File: config.mk
export PLATFORM = sky130hd
export DESIGN_NAME = execute_writeback_stage
export DESIGN_NICKNAME = d
export VERILOG_FILES = /design/src/rtl/cpu_pkg.sv /design/src/rtl/regfile_32x32.sv /design/src/rtl/execute_writeback_stage.sv
export SDC_FILE = /design/constraint.sdc
export NUM_CORES = 2
export LEC_CHECK = 0
export CAP_MARGIN = 30
export CORE_MARGIN = 4
export CORE_UTILIZATION = 42
export CTS_CLUSTER_SIZE = 28
export DETAILED_ROUTE_END_ITERATION = 8
export PLACE_DENSITY_LB_ADDON = 0.25
export SKIP_LAST_GASP = 1
export SLEW_MARGIN = 20
export SYNTH_ARGS = -nofsm -noshare
export SYNTH_HDL_FRONTEND = slang
export SYNTH_HIERARCHICAL = 1
export SYNTH_SLANG_ARGS = --single-unit
File: constraint.sdc
create_clock -name clk -period 7.3 [get_ports clk]
set_input_delay 1.095 -clock clk [delete_from_list [all_inputs] [get_ports clk]]
set_output_delay 1.095 -clock clk [all_outputs]
set_load 0.01 [all_outputs]
File: src/rtl/cpu_pkg.sv
// Shared definitions for the integer execute/writeback datapath.
// Holds opcodes, ALU operation encodings and the decoded-instruction bundle.
package cpu_pkg;

    localparam int XLEN  = 32;
    localparam int NREGS = 32;

    localparam logic [6:0] OPC_OP     = 7'b0110011;
    localparam logic [6:0] OPC_OP_IMM = 7'b0010011;
    localparam logic [6:0] OPC_LUI    = 7'b0110111;

    typedef enum logic [3:0] {
        ALU_ADD, ALU_SUB, ALU_SLL, ALU_SLT, ALU_SLTU,
        ALU_XOR, ALU_SRL, ALU_SRA, ALU_OR, ALU_AND, ALU_PASS_B
    } alu_op_e;

    typedef struct packed {
        alu_op_e           alu_op;
        logic [4:0]        rd;
        logic [4:0]        rs1;
        logic [4:0]        rs2;
        logic [XLEN-1:0]   imm;
        logic              use_imm;
        logic              we;
        logic              illegal;
    } decoded_t;

    // funct3 -> ALU op; alt selects SUB/SRA over ADD/SRL.
    function automatic alu_op_e alu_from_f3(input logic [2:0] f3, input logic alt);
        case (f3)
            3'd0:    return alt ? ALU_SUB : ALU_ADD;
            3'd1:    return ALU_SLL;
            3'd2:    return ALU_SLT;
            3'd3:    return ALU_SLTU;
            3'd4:    return ALU_XOR;
            3'd5:    return alt ? ALU_SRA : ALU_SRL;
            3'd6:    return ALU_OR;
            default: return ALU_AND;
        endcase
    endfunction

endpackage

File: src/rtl/regfile_32x32.sv
// 32x32 register file: two async read ports, one debug read, one sync write.
// x0 always reads zero; reset clears every entry synchronously.
module regfile_32x32
    import cpu_pkg::*;
(
    input  logic            clk,
    input  logic            rst_n,
    input  logic [4:0]      ra1_i,
    input  logic [4:0]      ra2_i,
    input  logic [4:0]      dbg_addr_i,
    output logic [XLEN-1:0] rd1_o,
    output logic [XLEN-1:0] rd2_o,
    output logic [XLEN-1:0] dbg_o,
    input  logic            we_i,
    input  logic [4:0]      wa_i,
    input  logic [XLEN-1:0] wd_i
);

    logic [XLEN-1:0] regs_q [NREGS];

    always_ff @(posedge clk) begin
        if (!rst_n) begin
            for (int i = 0; i < NREGS; i++) regs_q[i] <= '0;
        end else if (we_i && wa_i != 5'd0) begin
            regs_q[wa_i] <= wd_i;
        end
    end

    assign rd1_o = (ra1_i == 5'd0) ? '0 : regs_q[ra1_i];
    assign rd2_o = (ra2_i == 5'd0) ? '0 : regs_q[ra2_i];
    assign dbg_o = (dbg_addr_i == 5'd0) ? '0 : regs_q[dbg_addr_i];

endmodule

File: src/rtl/execute_writeback_stage.sv
// RV32I integer-subset execute stage feeding a single writeback register.
// WB result is forwarded into EX so dependent instructions never stall.
module execute_writeback_stage
    import cpu_pkg::*;
(
    input  logic            clk,
    input  logic            rst_n,
    input  logic [31:0]     instruction_EX,
    output logic            wb_we_o,
    output logic [4:0]      wb_rd_o,
    output logic [XLEN-1:0] wb_data_o,
    output logic            illegal_o,
    input  logic [4:0]      dbg_addr_i,
    output logic [XLEN-1:0] dbg_data_o
);

    decoded_t        dec;
    logic [XLEN-1:0] rf_rd1, rf_rd2, op_a, op_b, rs2_val, alu_res;
    logic [4:0]      shamt;
    logic            wb_we_q, illegal_q;
    logic [4:0]      wb_rd_q;
    logic [XLEN-1:0] wb_data_q;

    logic [6:0] opcode, f7;
    logic [2:0] f3;
    logic       f7_zero, f7_alt;

    assign opcode  = instruction_EX[6:0];
    assign f3      = instruction_EX[14:12];
    assign f7      = instruction_EX[31:25];
    assign f7_zero = (f7 == 7'b0000000);
    assign f7_alt  = (f7 == 7'b0100000);

    always_comb begin
        dec         = '0;
        dec.alu_op  = ALU_ADD;
        dec.rd      = instruction_EX[11:7];
        dec.rs1     = instruction_EX[19:15];
        dec.rs2     = instruction_EX[24:20];
        dec.imm     = {{20{instruction_EX[31]}}, instruction_EX[31:20]};
        case (opcode)
            OPC_OP: begin
                dec.alu_op  = alu_from_f3(f3, instruction_EX[30]);
                dec.illegal = !(f7_zero || (f7_alt && (f3 == 3'd0 || f3 == 3'd5)));
            end
            OPC_OP_IMM: begin
                dec.use_imm = 1'b1;
                // Only shifts interpret funct7; other OP-IMM ops carry immediate bits there.
                dec.alu_op  = alu_from_f3(f3, (f3 == 3'd5) && instruction_EX[30]);
                dec.illegal = ((f3 == 3'd1) && !f7_zero) ||
                              ((f3 == 3'd5) && !(f7_zero || f7_alt));
            end
            OPC_LUI: begin
                dec.use_imm = 1'b1;
                dec.alu_op  = ALU_PASS_B;
                dec.imm     = {instruction_EX[31:12], 12'h000};
            end
            default: dec.illegal = (instruction_EX != 32'h0);
        endcase
        dec.we = !dec.illegal && (instruction_EX != 32'h0) && (dec.rd != 5'd0);
    end

    regfile_32x32 u_rf (
        .clk        (clk),
        .rst_n      (rst_n),
        .ra1_i      (dec.rs1),
        .ra2_i      (dec.rs2),
        .dbg_addr_i (dbg_addr_i),
        .rd1_o      (rf_rd1),
        .rd2_o      (rf_rd2),
        .dbg_o      (dbg_data_o),
        .we_i       (wb_we_q),
        .wa_i       (wb_rd_q),
        .wd_i       (wb_data_q)
    );

    always_comb begin
        op_a    = (wb_we_q && dec.rs1 != 5'd0 && wb_rd_q == dec.rs1) ? wb_data_q : rf_rd1;
        rs2_val = (wb_we_q && dec.rs2 != 5'd0 && wb_rd_q == dec.rs2) ? wb_data_q : rf_rd2;
        op_b    = dec.use_imm ? dec.imm : rs2_val;
        shamt   = op_b[4:0];
    end

    always_comb begin
        alu_res = '0;
        case (dec.alu_op)
            ALU_ADD:    alu_res = op_a + op_b;
            ALU_SUB:    alu_res = op_a - op_b;
            ALU_SLL:    alu_res = op_a << shamt;
            ALU_SLT:    alu_res = {31'd0, $signed(op_a) < $signed(op_b)};
            ALU_SLTU:   alu_res = {31'd0, op_a < op_b};
            ALU_XOR:    alu_res = op_a ^ op_b;
            ALU_SRL:    alu_res = op_a >> shamt;
            ALU_SRA:    alu_res = $unsigned($signed(op_a) >>> shamt);
            ALU_OR:     alu_res = op_a | op_b;
            ALU_AND:    alu_res = op_a & op_b;
            ALU_PASS_B: alu_res = op_b;
            default:    alu_res = '0;
        endcase
    end

    always_ff @(posedge clk) begin
        if (!rst_n) begin
            wb_we_q   <= 1'b0;
            wb_rd_q   <= 5'd0;
            wb_data_q <= '0;
            illegal_q <= 1'b0;
        end else begin
            wb_we_q   <= dec.we;
            wb_rd_q   <= dec.we ? dec.rd : 5'd0;
            wb_data_q <= dec.we ? alu_res : '0;
            illegal_q <= dec.illegal;
        end
    end

    assign wb_we_o   = wb_we_q;
    assign wb_rd_o   = wb_rd_q;
    assign wb_data_o = wb_data_q;
    assign illegal_o = illegal_q;

endmodule

==> summary.md <==
| Metric | Value |
|---|---|
| Avg Synthesized Cell Area | ~12 um2 |
| EDFF count, synth | between 1,000 and 1,500 |
| Pwr dens | between 200 and 250 nW/um2 |
| Number of global-route vias before repair | 58,400 |
| CP max stage cell | o32ai_1 |
| Hold path cells | 2 |
| Achievable frequency | approximately 0.15 GHz |
| Reg-to-reg endpoint | wb_data_o[0] |
| Reg power frac | between 30 and 40% |
| Clock share of power | 35.5% |
| FF+latch count, synth | between 1,000 and 1,500 |
| CTS resizes | 0 |
| Layout cell share with drive strength beyond 1 | about a quarter |
| CP arrival | about 7400 ps |
| Initial antenna violation count | 18 |
| Yosys warns | 6 |
| Outcome | complete, no violations |
| Final instance area | ~84,000 um2 |
| Minimum clock period | just under 7000 ps |
| Core area | around 180,000 um2 |
| TritonRoute pass-1 iters | 6 |
| Int Pwr | 12.3 mW |
| Worst Hold End | illegal_o |
| Placed cell areas | roughly 80,000 um2 |
| Final WS setup | roughly 520 ps |
| Routed vias/inst | a little under 7 |
| Sw Share | 31.7% |
| Period utilisation layout | 92.9% |
| Clock Path Buffers | 3 |
| Peak VDD IR | approximately 0.21 mV |
| Row count | 154 |
| Hold path startpoint | rst_n |
| Fin nets | between 6,000 and 7,000 |
| Worst R2R Setup Slack | between 900 and 1000 ps |
| CTS H-tree depth | 3 |
| Reg2reg start | u_rf/regs_q[31][8] |
| Final Setup Violations | 0 |
| Clock sinks | 1,063 |
| HPWL after DPL | 216 mm |
| Initial core utilization | between 40% and 50% |
| CTS tree | built |
| Worst min path class | in2reg |
| IO buf count | ~110 |
| Root Driver | clkbuf_16 |
| Top cell by count, worst path | buf_4 |
| Setup TNS | 0 ps |
| RSZ-0062 raised after global routing | no |
| Startpoint Class | input pin |
| Post-CTS Setup Bufs | 0 |
| Clock Skew | between 70 and 80 ps |
| Psw | 5.72 mW |
| GRT overflow | 0 |
| Final wirelength | between 300 and 400 mm |
| Setup Slack @ Placement | approximately 110 ps |
| Crit path capture type | flop |
| Leakage | ~30 nW |
| Hold Slack | roughly 790 ps |
| Clock Latency Late Sink | just under 800 ps |
| Critical path class | in2reg |
| Max incr delay on CP | ~840 ps |
| Die width | between 400 and 500 um |
| GR Util All Layers | around a third |
| Final hold vios | 0 |
| Io pins | 110 |
| Area grow syn2layout | 13.5% |
| Largest net degree at the start of global routing | ~70 |
| DIE AREA | ~180,000 um2 |
| CP required | 7920 ps |
| Post-route ant nets | 0 |
| Die H | approximately 430 um |
| Hold_buf cts | 0 |
| Worst Max-Slew Pin Slew | about 1100 ps |
| Cells along the critical path | buf_8 -> buf_4 -> mux4_2 -> and2_1 -> o32ai_1 -> nor4_1 -> mux2i_1 -> inv_1 -> ha_1 -> nor3_1 -> nand4b_1 -> a31oi_1 -> o221ai_1 -> buf_4 -> a2111oi_0 -> o21bai_1 -> a21oi_1 -> buf_4 -> nand4b_1 -> a31oi_1 |
| Max-cap violations | 0 |
| Vias post-DR | roughly 60,000 |
| Top FF cell, synth | edfxtp_1 |
| Mapped cell area | 74,300 um2 |
| Post-synthesis cell count | about 6,100 |
| R2R depth | 18 |
| Num CTS Buffers | between 100 and 150 |
| Netlist cell types | 101 |
| Critical-path maximum fanout | 17 |
| Rel. slew slack | ~27% |
| Clock transition at the registers of the reported paths | 70 ps |
| DR iter-0 viols | 9,694 |
| Gpl congestion | 1.04 |
| Seq/Total Area, Yosys | 42.5% |
| Max Transition Viols Final | 0 |
| Async S/R FF share, synth | 0% |
| First-pass GRT wire length | approximately 460 mm |
| Logic gate share of total power | about a quarter |
| Drt wl/cell | 38.0 um |
| DR DRC count | 0 |
-- layout by cell type, fill, tap and decap left out, types with 26 or more instances in the layout --
cell type	instances
a2111oi_0	37
a211o_1	32
a211oi_1	111
a21o_1	28
a21oi_1	197
a221oi_1	57
a22o_1	71
a22oi_1	118
a31oi_1	51
a32oi_1	38
and2_1	1027
and3_1	26
buf_12	31
buf_4	424
clkbuf_16	123
clkdlybuf4s50_1	97
conb_1	32
dfxtp_1	37
edfxtp_1	1024
ha_1	97
inv_1	139
mux2_2	73
mux2i_1	426
mux4_2	632
nand2_1	198
nand3_1	65
nor2_1	158
nor2_4	34
nor2b_1	56
nor3_1	95
nor4_1	42
o21ai_0	98
o21ai_4	32
o221ai_1	34
o22ai_1	78
-- critical path, delay by kind of cell --
| family | cells | cell delay (ps) |
|---|---|---|
| adders and majority gates | 1 | 430 |
| buffers and inverters | 5 | 1020 |
| muxes | 2 | 1010 |
| AOI/OAI and AO/OA | 7 | 2800 |
| and+or+nand+nor | 5 | 1000 |
-- power groups by stage --
stage	Clock [mW]	Sequential, mW	Combinational (mW)
detailed placement	0	7.24	4.34
global route	6.70	7.14	4.67
CTS	6.44	7.11	4.36
floorplan	0	7.17	2.63
global placement	0	7.22	4.34
finish	6.41	7.12	4.52
-- sequential cells by signal, summed over array words and instances (netlist names) --
signal and count:
wb_we_o 1, wb_rd_o 5, u_rf/regs_q 1024, wb_data_o 32, illegal_o 1
-- layout make-up --
| cell class | count | area [um2] |
|---|---|---|
| multi-input cells | 4254 | 40200 |
| flip-flops and latches | 1063 | 31500 |
| diodes | 16 | 40.0 |
| clock inverters | 83 | 898 |
| well taps | 2340 | 2930 |
| repair buffers | 575 | 5010 |
| clock buffers | 143 | 3180 |
| inverters | 143 | 539 |
| fillers | 15500 | 91600 |
-- cell usage after synthesis, drive strengths merged, types with 38 or more instances --
cell	count	area (um2)
a211oi	111	833
a22o	71	622
a31oi	51	319
o22ai	78	488
o21ai	137	689
mux4	632	14200
mux2i	426	4260
dfxtp	39	781
a32oi	38	333
a221oi	58	514
nor2b	61	382
clkbuf	426	1600
buf	213	1260
a21oi	200	1020
inv	143	539
a22oi	119	898
a2111oi	40	357
nand3	66	335
nor2	194	731
mux2	73	822
and2	1029	6440
nor4	47	319
edfxtp	1024	30700
ha	97	1210
nor3	99	512
nand2	200	751
-- worst max-delay path by stage --
stage,start,to,slack (ps),cells after the start
6_report,instruction_EX[16],wb_data_o[0],520,20
3_5_place_dp,instruction_EX[16],wb_data_o[0],110,21
2_1_floorplan,instruction_EX[21],wb_data_o[17],840,24
3_3_place_gp,instruction_EX[16],wb_data_o[0],100,20
4_1_cts,instruction_EX[16],wb_data_o[0],890,21
5_1_grt,instruction_EX[16],wb_data_o[0],270,20
-- routing by layer --
layer | global-route usage, % | vias up | part of all wire, %
met5 | 0 | - | 0.013
li1 | - | 23900 | -
met2 | 53.0 | 4690 | 44
met1 | 43.3 | 30200 | 36
met3 | 10.2 | 1168 | 12
met4 | 20.8 | 6 | 7.4
-- per-stage QoR --
step	std cells	util, %	power (mW)
3_5_place_dp	8366	45.5	11.6
2_1_floorplan	6099	-	9.81
5_1_grt	8601	47.9	18.5
3_3_place_gp	8359	45.5	11.6
6_report	8617	47.9	18.1
4_1_cts	8592	47.8	17.9
-- cells by family after synthesis --
group                      synth area share, %
and+or+nand+nor                           13.8
AOI/OAI and AO/OA                         11.1
muxes                                     26.0
DFF                                       42.5
buffers and inverters                     4.59
adders and majority gates                 1.69
xor gates and xnor gates                 0.342
other                                  0.00505
(Power assumes the default switching activity.)
